File: src/rtl/fifo_pkg.sv
// fifo_pkg: shared defaults, read-mode constants and sizing helpers for the FIFO family.
package fifo_pkg;
  localparam int DEF_DATA_W = 4;
  localparam int DEF_DEPTH  = 16;
  localparam int FIFO_STD   = 0;
  localparam int FIFO_FWFT  = 1;
  function automatic int fifo_aw(input int depth);
    return (depth > 1) ? $clog2(depth) : 1;
  endfunction
  function automatic bit is_pow2(input int v);
    return v > 0 && (v & (v - 1)) == 0;
  endfunction
endpackage

File: src/rtl/fifo_flag_gen.sv
// fifo_flag_gen: decodes occupancy count into full/empty and threshold flags.
module fifo_flag_gen #(
  parameter int DEPTH    = 16,
  parameter int AF_LEVEL = DEPTH - 2,
  parameter int AE_LEVEL = 2,
  parameter int CW       = $clog2(DEPTH) + 1
) (
  input  logic [CW-1:0] count,
  output logic          full,
  output logic          empty,
  output logic          almost_full,
  output logic          almost_empty
);
  always_comb begin
    full         = count == CW'(DEPTH);
    empty        = count == '0;
    almost_full  = count >= CW'(AF_LEVEL);
    almost_empty = count <= CW'(AE_LEVEL);
  end
endmodule

File: src/rtl/sync_fifo_param.sv
// sync_fifo_param: single-clock FIFO with count, threshold flags, error pulses and optional FWFT read.
module sync_fifo_param import fifo_pkg::*; #(
  parameter int DATA_W   = DEF_DATA_W,
  parameter int DEPTH    = DEF_DEPTH,
  parameter int AF_LEVEL = DEPTH - 2,
  parameter int AE_LEVEL = 2,
  parameter int FWFT     = FIFO_STD
) (
  input  logic                     clk,
  input  logic                     rst,
  input  logic                     wr_en,
  input  logic [DATA_W-1:0]        data_in,
  input  logic                     rd_en,
  output logic [DATA_W-1:0]        data_out,
  output logic                     full,
  output logic                     empty,
  output logic                     almost_full,
  output logic                     almost_empty,
  output logic [$clog2(DEPTH):0]   count,
  output logic                     overflow,
  output logic                     underflow
);
  localparam int AW = fifo_aw(DEPTH);
  if (!is_pow2(DEPTH) || DEPTH < 4) begin : g_bad_depth
    $error("sync_fifo_param: DEPTH must be a power of two >= 4");
  end
  if (AF_LEVEL < 1 || AF_LEVEL > DEPTH) begin : g_bad_af
    $error("sync_fifo_param: AF_LEVEL out of range");
  end
  if (AE_LEVEL < 0 || AE_LEVEL > DEPTH - 1) begin : g_bad_ae
    $error("sync_fifo_param: AE_LEVEL out of range");
  end
  logic [DATA_W-1:0] mem_q [DEPTH];
  logic [AW:0] wr_ptr_q, wr_ptr_d, rd_ptr_q, rd_ptr_d;
  logic overflow_q, underflow_q, wr_acc, rd_acc;
  logic [AW-1:0] wr_addr, rd_addr;
  always_comb begin
    wr_addr  = wr_ptr_q[AW-1:0];
    rd_addr  = rd_ptr_q[AW-1:0];
    count    = wr_ptr_q - rd_ptr_q;
    rd_acc   = rd_en && !empty;
    wr_acc   = wr_en && (!full || rd_acc);
    wr_ptr_d = wr_acc ? wr_ptr_q + 1'b1 : wr_ptr_q;
    rd_ptr_d = rd_acc ? rd_ptr_q + 1'b1 : rd_ptr_q;
  end
  fifo_flag_gen #(
    .DEPTH(DEPTH), .AF_LEVEL(AF_LEVEL), .AE_LEVEL(AE_LEVEL), .CW(AW + 1)
  ) u_flags (
    .count(count), .full(full), .empty(empty),
    .almost_full(almost_full), .almost_empty(almost_empty)
  );
  always_ff @(posedge clk or posedge rst) begin
    if (rst) begin
      wr_ptr_q    <= '0;
      rd_ptr_q    <= '0;
      overflow_q  <= 1'b0;
      underflow_q <= 1'b0;
    end else begin
      wr_ptr_q    <= wr_ptr_d;
      rd_ptr_q    <= rd_ptr_d;
      overflow_q  <= wr_en && !wr_acc;
      underflow_q <= rd_en && !rd_acc;
    end
  end
  // Storage is deliberately left out of reset; pointers alone define validity.
  always_ff @(posedge clk) begin
    if (wr_acc) mem_q[wr_addr] <= data_in;
  end
  assign overflow  = overflow_q;
  assign underflow = underflow_q;
  if (FWFT == FIFO_FWFT) begin : g_fwft
    assign data_out = empty ? '0 : mem_q[rd_addr];
  end else begin : g_std
    logic [DATA_W-1:0] dout_q;
    always_ff @(posedge clk or posedge rst) begin
      if (rst) dout_q <= '0;
      else if (rd_acc) dout_q <= mem_q[rd_addr];
    end
    assign data_out = dout_q;
  end
endmodule

File: config.mk
export PLATFORM = sky130hd
export DESIGN_NAME = sync_fifo_param
export DESIGN_NICKNAME = d
export VERILOG_FILES = /design/src/rtl/fifo_pkg.sv /design/src/rtl/fifo_flag_gen.sv /design/src/rtl/sync_fifo_param.sv
export SDC_FILE = /design/constraint.sdc
export NUM_CORES = 1
export LEC_CHECK = 0
export BUFFER_PORTS_ARGS = -buffer_cell sky130_fd_sc_hd__buf_2
export CAP_MARGIN = 30
export CORE_ASPECT_RATIO = 1.75
export CORE_UTILIZATION = 64
export DETAILED_ROUTE_END_ITERATION = 10
export GPL_TIMING_DRIVEN = 0
export HOLD_SLACK_MARGIN = 0.06
export PLACE_DENSITY = 0.84
export SLEW_MARGIN = 20
export SYNTH_ARGS = -nofsm -noshare
export SYNTH_HDL_FRONTEND = slang
export SYNTH_SLANG_ARGS = --single-unit
export TNS_END_PERCENT = 5
File: constraint.sdc
create_clock -name clk -period 4.15 [get_ports clk]
set_input_delay 0.6225 -clock clk [delete_from_list [all_inputs] [get_ports clk]]
set_output_delay 0.6225 -clock clk [all_outputs]
set_load 0.05 [all_outputs]
# ---- After elaboration in Yosys (flattened, before gate mapping)
# Memories as Yosys holds them, arrays and structs flattened. A register that Yosys moved wholly into a read port is not among the register bits.
# Index checks and enable logic that the tools add are counted.
dict set report op_classes {
  addsub 3
  magnitude_cmp 2
  n_eq_ne 1
  mux 2
  reduce_logical 10
}
# operator count
set op_table {}
lappend op_table {{5-bit by 1-bit adder with 5-bit output, second input constant} 2}
lappend op_table {{5-bit == test, second input constant} 1}
lappend op_table {{5-bit by 4-bit greater-or-equal comparator with 1-bit output, second input constant} 1}
lappend op_table {{5-bit by 2-bit <= comparator with 1-bit output, second input constant} 1}
lappend op_table {{5-bit logical NOT} 1}
lappend op_table {{5-bit subtractor} 1}
lappend op_table {{1-bit logical AND} 4}
lappend op_table {{1-bit logical NOT} 4}
lappend op_table {{1-bit 2-to-1 mux} 2}
lappend op_table {{1-bit logical OR} 1}
dict set report word_totals {
  register_bits 12
  mem_bits_rw 64
  input_bits 8
  out_inout_bits 15
  n_memories 1
}
# memory depth width read_ports rd_clocked_by_memory_dff wr line
set mem_list {}
lappend mem_list {mem_q 16 4 1 1 1 sync_fifo_param.sv:33} ;# logic [DATA_W-1:0] mem_q [DEPTH];

# ---- Logic depth before layout (Yosys ltp)
# Gate-level depths: netlist of run 1.
dict set report depth {
  word_depth 8
  depth_mapped 9
  depth_no_buf 9
}

# ---- Cells and area by module
# Synthesis of run 1 repeated with hierarchy kept, for this count alone.
dict set report unflattened {
  hier_cells 216
  area_unflattened_um2 3490.8
}
# module n_inst cells_per_inst area_each_um2 seq_area_each_um2
set by_module_without_submodules {}
lappend by_module_without_submodules {sync_fifo_param 1 210 3439.5 2322.2}
lappend by_module_without_submodules {fifo_flag_gen 1 6 51.3 0.0}

# ---- Least setup slack after synthesis of run 1
# OpenSTA, ideal clock, no wires.
dict set report synth_path {
  path_type {register to output}
  from {register wr_ptr_q[0]}
  to {output port almost_empty}
  arrival_time_ns 4.462
  required_ns 3.527
  setup_slack_ns -0.934
  stages_incl_launch_ff 9
  cell_sequence {dfrtp_1 inv_1 ha_1 fa_1 nand2b_1 a21oi_1 xor2_2 inv_2 a2111oi_0}
}
dict set report synth_between {
  elab_chain_len 2
}
# element line
set synth_rtl {}
lappend synth_rtl {{start, declared} sync_fifo_param.sv:34} ;# logic [AW:0] wr_ptr_q, wr_ptr_d, rd_ptr_q, rd_ptr_d;
lappend synth_rtl {{start signal, assigned} sync_fifo_param.sv:59} ;# wr_ptr_q <= wr_ptr_d;
lappend synth_rtl {{5-bit subtractor} sync_fifo_param.sv:40} ;# count = wr_ptr_q - rd_ptr_q;
lappend synth_rtl {{net count[4]} sync_fifo_param.sv:19} ;# output logic [$clog2(DEPTH):0] count,
lappend synth_rtl {{5-bit by 2-bit <= comparator with 1-bit output} fifo_flag_gen.sv:18} ;# almost_empty = count <= CW'(AE_LEVEL);
lappend synth_rtl {{end, declared} sync_fifo_param.sv:18} ;# output logic almost_empty,
# The timed path passes the listed nets, and every way through them passes these cells.

# ---- Worst setup path in the final report of run 1
dict set report layout_path {
  from {register rd_ptr_q[2]}
  to {output port almost_empty}
}
dict set report layout_between {
  elab_chain_len 2
}
# element line
set layout_rtl {}
lappend layout_rtl {{start, declared} sync_fifo_param.sv:34}
lappend layout_rtl {{start signal, assigned} sync_fifo_param.sv:60} ;# rd_ptr_q <= rd_ptr_d;
lappend layout_rtl {{5-bit subtractor} sync_fifo_param.sv:40}
lappend layout_rtl {{5-bit by 2-bit <= comparator with 1-bit output} fifo_flag_gen.sv:18}
# Every way passes these cells.

==> results.json, run 1 <==
{
  "avgRoutedWirePerCell_um": 19.9,
  "grt_pass1_vias": 1864,
  "fmax_mhz": 261,
  "synth_area_leaders": "edfxtp_1 (55%), dfrtp_1 (12%), mux4_2 (10%)",
  "cp_slowest_cell": "clkbuf_1",
  "vias": 1882,
  "start_kind": "register",
  "synth_top_family_by_area": "multiplexers",
  "tightest_slew_ns": 0.939,
  "finalHoldViolCount": 0,
  "areaGrowthSynthToFinish_pct": 10.7,
  "antenna_cells": 0,
  "tritoncts.num_buffers": 9,
  "die_area_mm2": 0.00573,
  "ctsHtreeMaxLevel": 3,
  "ys_types": 35,
  "design_area_mm2": 0.00384,
  "fin_util_pct": 73.1,
  "placed_area_mm2": 0.00365,
  "finalWorstSetupSlack_ns": 0.321,
  "critPathCaptureType": "primary output",
  "firstDrtPassIters": 7,
  "min_period_ns": 3.83,
  "clockRootBuffer": "clkbuf_8",
  "synth_adder_area_share_pct": 3.82,
  "grt_max_degree": 17,
  "arrival_ns": 3.21,
  "tritoncts": "yes",
  "synth_compound_area_share_pct": 4.29,
  "fin_skew_ns": 0.00780,
  "cp_data_required_time_ns": 3.53,
  "synth_simple_gate_area_share_pct": 6.49,
  "yosysTopAreaCellShare_pct": 55.4,
  "clockBufferDepth": 2,
  "synth_area_mm2": 0.00347,
  "io_buffer_count": 21,
  "fp.dieH_um": 99.4,
  "path_buf_inv": 4,
  "ys_warn_count": 0,
  "hp-class": "in -> async",
  "worstPathCellList": "clkbuf_1 -> inv_1 -> ha_1 -> nand2b_1 -> a21oi_1 -> xor2_2 -> inv_2 -> a2111oi_2 -> buf_2",
  "synth_top_area_cell": "edfxtp_1",
  "cts.sinks": 80,
  "start_util_pct": 66.0,
  "muxShareOfSynthArea_pct": 12.6,
  "slew_viol_final": 0,
  "critical-path-max-stage-delay_ns": 0.44,
  "io_pins": 23,
  "overflow": 0,
  "syn_inst": 214,
  "cts_resized": 0,
  "antenna_found_initial": 0,
  "die_w_um": 57.7,
  "nets": 265,
  "maxCapViolations": 0,
  "clk_latency_ns": 0.35,
  "grt_pass1_wl_um": 9690,
  "regToRegEndpoint": "mem_q[0][0]",
  "grt_usage_pct": 24.2,
  "gp_congestion": 0.859,
  "r2r_cells": 8,
  "rows": 35,
  "synth_edf_count": 64,
  "cp_top_family": "buffers and inverters",
  "viasPerCell": 6.13,
  "ys_seq_area_share_pct": 66.9,
  "drt_wl_total_um": 6110,
  "setup_tns_ns": 0,
  "synth_seq_cells": 80,
  "cts_hold_buf": 0,
  "ys.flop_type": "edfxtp_1",
  "synth_xor_area_share_pct": 3.25,
  "violations": "design-rule violations",
  "post-place-ws_ns": 0.664,
  "drc": 4,
  "slew_headroom_pct": 36.8,
  "ant_nets": 0,
  "core_region_area_mm2": 0.00526,
  "setup_viol": 0,
  "rsz0062_at_grt": "no",
  "drive_gt1_share_pct": 27.0,
  "critPathKind": "reg -> out",
  "path_clk_slew_ns": 0.08,
  "post_cts_buffers": 0,
  "syn_area_per_cell_um2": 16.2,
  "finalCritPeriodShare_pct": 92.3,
  "drtIter0Drc": 141,
  "status": "finished with violations",
  "dp_hpwl_um": 4590,
  "synthesis.nets": 232,
  "rr_startpoint": "rd_ptr_q[2]",
  "async_flop_share_pct": 20.0,
  "startpoint": "rd_ptr_q[2]",
  "r2r_slack_ns": 0.67,
  "crit_fanout": 10
}
-- cells in the mapped netlist (2+ instances only) --
master and number:
inv_1 11, edfxtp_1 64, ha_1 9, nor2_1 12, mux2_2 6, o22ai_1 8
xnor2_1 9, nor4_1 4, nor3_1 12, a21oi_1 2, and2_1 2, xor2_1 2
o21ai_0 2, clkbuf_1 5, mux4_2 16, nand2b_1 3, dfrtp_1 16, nand2_1 12
buf_2 3
-- metrics by stage --
stage | hold slack [ns] | instances
floorplan | 0.465 | 214
global placement | 0.481 | 290
detailed placement | 0.481 | 290
CTS | 0.353 | 306
global route | 0.385 | 307
finish | 0.336 | 307
-- routing by layer --
metal	global-route usage, %	up-vias	share of wire (%)	routed length [um]
li1	-	883	-	-
met1	28.2	919	39	2360
met2	40.1	59	53	3220
met3	5.20	21	3.4	210
met4	15.6	0	5.2	318
met5	0	-	0	0
-- cell type report --
class | count | area [um^2]
Fill cell | 321 | 1410
Clock inverter | 6 | 60.1
Clock buffer | 10 | 128
Sequential cell | 80 | 2320
Timing Repair Buffer | 22 | 110
Inverter | 12 | 45.0
Buffer | 9 | 45.0
Multi-Input combinational cell | 113 | 1060
Tap cell | 55 | 68.8
-- worst register-to-register path: stages (launching register included) --
cell and delay, ns:
dfrtp_1 0.38, clkbuf_1 0.44, inv_1 0.17, ha_1 0.37, xnor2_1 0.40, nor2_1 0.09, mux2i_1 0.29, nor3_1 0.16
nor4_1 0.81
-- worst max path at each step --
stage                         to  cells past startpoint
finish              almost_empty                      9
global route        almost_empty                      9
CTS                 almost_empty                      9
detailed placement  mem_q[13][2]                      9
global placement     mem_q[8][1]                      9
floorplan           almost_empty                      8
-- sequential cells by signal, indices dropped and copies added, names as in the netlist --
register	count
wr_ptr_q	5
mem_q	64
rd_ptr_q	5
data_out	4
underflow	1
overflow	1
-- layout by cell type, fill, tap and decap left out, types with 8 or more instances in the layout --
master,count
dfrtp_1,16
nor3_1,12
clkbuf_8,9
edfxtp_1,64
buf_2,24
ha_1,9
nor2_1,12
nand2_1,12
mux4_2,16
o22ai_1,8
xnor2_1,9
inv_1,11
-- cells by family (layout without fill, tap and decap cells) --
| group | after synthesis | count (layout) |
|---|---|---|
| AO/OA/AOI/OAI | 20 | 20 |
| XOR/XNOR | 12 | 12 |
| adder cells (fa/ha/maj) | 10 | 10 |
| buffers and inverters | 21 | 59 |
| flip-flops | 80 | 80 |
| multiplexers | 23 | 23 |
| AND/OR/NAND/NOR | 48 | 48 |
Power of run 1 is left out: the tool's default activity adds up to more than one toggle a clock period on the data nets, which glitch-free logic cannot reach.
==> run 2, diff against run 1 <==
--- a/config.mk
+++ b/config.mk
@@ -7,2 +7,3 @@
 export LEC_CHECK = 0
+export ABC_AREA = 1
 export BUFFER_PORTS_ARGS = -buffer_cell sky130_fd_sc_hd__buf_2
@@ -10,3 +11,3 @@
 export CORE_ASPECT_RATIO = 1.75
-export CORE_UTILIZATION = 64
+export CORE_UTILIZATION = 65
 export DETAILED_ROUTE_END_ITERATION = 10
--- a/constraint.sdc
+++ b/constraint.sdc
@@ -3,2 +3,2 @@
 set_output_delay 0.6225 -clock clk [all_outputs]
-set_load 0.05 [all_outputs]
+set_load 0.02 [all_outputs]
==> run 2 against run 1 <==
Net effect: the run now ends clean; non-clock buffer count increased by 5; worst setup slack improved by 0.67 ns; synthesized cell count increased by 77%; fmax increased by 21%; core utilization increased by 1.2 points; first-iteration DRC count decreased by 8.5%; clock skew about the same; count of clock-buffer cells in the layout increased by 1; critical endpoint unchanged; highest routed layer unchanged.
==> results.json, run 2 <==
{
  "yosysTopAreaCellShare_pct": 51.0,
  "io_buffer_count": 22,
  "fin_util_pct": 74.4,
  "path_common_cell": "inv_1",
  "fmax_mhz": 317,
  "finalHoldViolCount": 0,
  "tritoncts.num_buffers": 9,
  "drive_gt1_share_pct": 14.6,
  "grt_usage_pct": 28.8,
  "final_cell_mix": "nor2_1 (88), nand2_1 (82), edfxtp_1 (64), o21ai_0 (33), buf_2 (30)",
  "grt_pass1_wl_um": 12100,
  "grt_max_degree": 17,
  "overflow": 0,
  "cp_slowest_cell": "clkbuf_1",
  "switching_share_pct": 44.6,
  "yosysMostFrequentCell": "nor2_1",
  "crit_fanout": 10,
  "clockBufferDepth": 2,
  "syn_inst": 379,
  "synth_seq_cells": 80,
  "slew_viol_final": 0,
  "clk_latency_ns": 0.35,
  "clkPwrFrac_pct": 16.3,
  "rows": 36,
  "design_area_mm2": 0.00415,
  "ctsHtreeMaxLevel": 3,
  "power_switching_mw": 1.45,
  "core_region_area_mm2": 0.00559,
  "grt_pass1_vias": 2662,
  "drtIter0Drc": 129,
  "dp_hpwl_um": 5750,
  "fin_skew_ns": 0.00774,
  "cp_data_required_time_ns": 3.53,
  "status": "completed",
  "antenna_found_initial": 0,
  "syn_area_per_cell_um2": 9.94,
  "power.total_mw": 3.26,
  "areaGrowthSynthToFinish_pct": 10.2,
  "critical-path-max-stage-delay_ns": 0.40,
  "finalCritPeriodShare_pct": 76.1,
  "placed_area_mm2": 0.00397,
  "worstPathCellList": "clkbuf_1 -> inv_1 -> ha_1 -> a21oi_1 -> nand3_1 -> nand2_2 -> inv_1 -> nor4_1 -> buf_2",
  "firstDrtPassIters": 4,
  "ys_warn_count": 0,
  "ant_nets": 0,
  "critPathKind": "reg -> out",
  "cts_hold_buf": 0,
  "fp.dieH_um": 103,
  "viasPerCell": 5.53,
  "tightest_slew_ns": 0.637,
  "seqPwrFrac_pct": 33.1,
  "ys.flop_type": "edfxtp_1",
  "avgRoutedWirePerCell_um": 16.0,
  "comb_power_share_pct": 50.6,
  "maxCapViolations": 0,
  "nets": 430,
  "min_period_ns": 3.16,
  "start_kind": "register",
  "gp_congestion": 0.844,
  "async_flop_share_pct": 20.0,
  "synth_area_leaders": "edfxtp_1 (51%), dfrtp_1 (11%), nor2_1 (8.8%)",
  "start_util_pct": 67.5,
  "internal_power_mw": 1.80,
  "post_cts_buffers": 0,
  "synth_area_mm2": 0.00377,
  "setup_tns_ns": 0,
  "die_w_um": 59.6,
  "clockRootBuffer": "clkbuf_8",
  "p_per_area_mw_per_mm2": 785,
  "hp-class": "in -> async",
  "cts.sinks": 80,
  "reg_top3": "mem_q (64), rd_ptr_q (5), wr_ptr_q (5)",
  "fin_cells": 493,
  "tritoncts": "yes",
  "slew_headroom_pct": 57.5,
  "path_buf_inv": 4,
  "dpl.cell_count": 477,
  "drt_wl_total_um": 7910,
  "antenna_cells": 0,
  "cts_resized": 0,
  "io_pins": 23,
  "cp_top_family": "buffers and inverters",
  "setup_viol": 0,
  "synthesis.nets": 397,
  "ys_types": 28,
  "largest_reg_flops": 64,
  "ys_seq_area_share_pct": 61.6,
  "rsz0062_at_grt": "no",
  "final_common_cell": "nor2_1",
  "path_clk_slew_ns": 0.07,
  "drc": 0,
  "yosys-top-cells-count": "nor2_1 (88), nand2_1 (82), edfxtp_1 (64)",
  "synth_top_area_cell": "edfxtp_1",
  "arrival_ns": 2.54,
  "vias": 2724,
  "synth_edf_count": 64,
  "critPathCaptureType": "primary output",
  "peakVddDrop_mv": 0.898,
  "die_area_mm2": 0.00612,
  "p_leak_nw": 1.74,
  "largest-register": "mem_q"
}
-- run 2: cell types whose count changed after synthesis, sizes merged, moves of 11 or more --
cell and change:
nor2 +79, inv +11, o21ai +30, nand2 +79, mux4 -16, nand3 +21
nor3 -12
-- run 2: layer usage --
layer  track usage, %  wire, um  up-vias
li1                 -         -     1311
met1             29.5      2740     1283
met2             52.8      4380      101
met3             5.02       416       29
met4             17.4       362        0
met5                0         0        -
-- run 2: layout make-up --
class | count | area (um^2)
buffer | 14 | 78.8
clock buffer | 11 | 131
clock inverter | 5 | 47.5
fill | 425 | 1430
inverter | 24 | 90.1
multi-input combinational | 261 | 1280
sequential | 80 | 2320
tap | 76 | 95.1
timing repair buffer | 22 | 110
-- run 2: power by group through the flow --
stage | logic, mW | clock network (mW) | registers, mW
after CTS | 1.65 | 0.533 | 1.08
final | 1.65 | 0.532 | 1.08
after floorplan | 1.20 | 0 | 1.10
after detailed placement | 1.64 | 0 | 1.09
after global placement | 1.61 | 0 | 1.09
after global routing | 1.81 | 0.572 | 1.09
-- run 2: worst register-to-register path, delay by kind of cell (launching register included) --
kind	cells	cell delay, ns
buffers and inverters	3	0.78
AND/OR/NAND/NOR	6	0.87
adder cells (fa/ha/maj)	1	0.40
AO/OA/AOI/OAI	1	0.19
flip-flops	1	0.32
-- run 2: kinds of logic (layout without fill, tap and decap cells) --
logic type      count (synthesis)  in the layout  synth area share, %
compound gates                 35             35                 4.65
xor+xnor                        9              9                 2.29
fa+ha+maj                      10             10                 3.52
buf+inv                        38             76                 4.48
flops                          80             80                 61.6
simple gates                  207            207                 23.4
-- run 2: stage by stage --
stage,setup slack [ns],hold WS (ns)
6_report,0.991,0.350
2_1_floorplan,1.27,0.472
3_3_place_gp,1.36,0.450
4_1_cts,0.983,0.362
3_5_place_dp,1.25,0.454
5_1_grt,0.727,0.418
-- run 2: worst paths after layout --
check / start / endpoint / slack (ns) / cells past startpoint
setup reg to reg: rd_ptr_q[2] / mem_q[13][1] / 1.23 / 11
max in group asynchronous: rst / rd_ptr_q[0] / 3.39 / 2
min in group clk: data_out[1] / data_out[1] / 0.47 / 2
hold / removal: rst / wr_ptr_q[1] / 0.35 / 2
hold reg to reg: data_out[1] / data_out[1] / 0.47 / 2
setup / recovery: rd_ptr_q[2] / almost_empty / 0.99 / 9
Note: power is estimated with default switching activity, not from simulation.
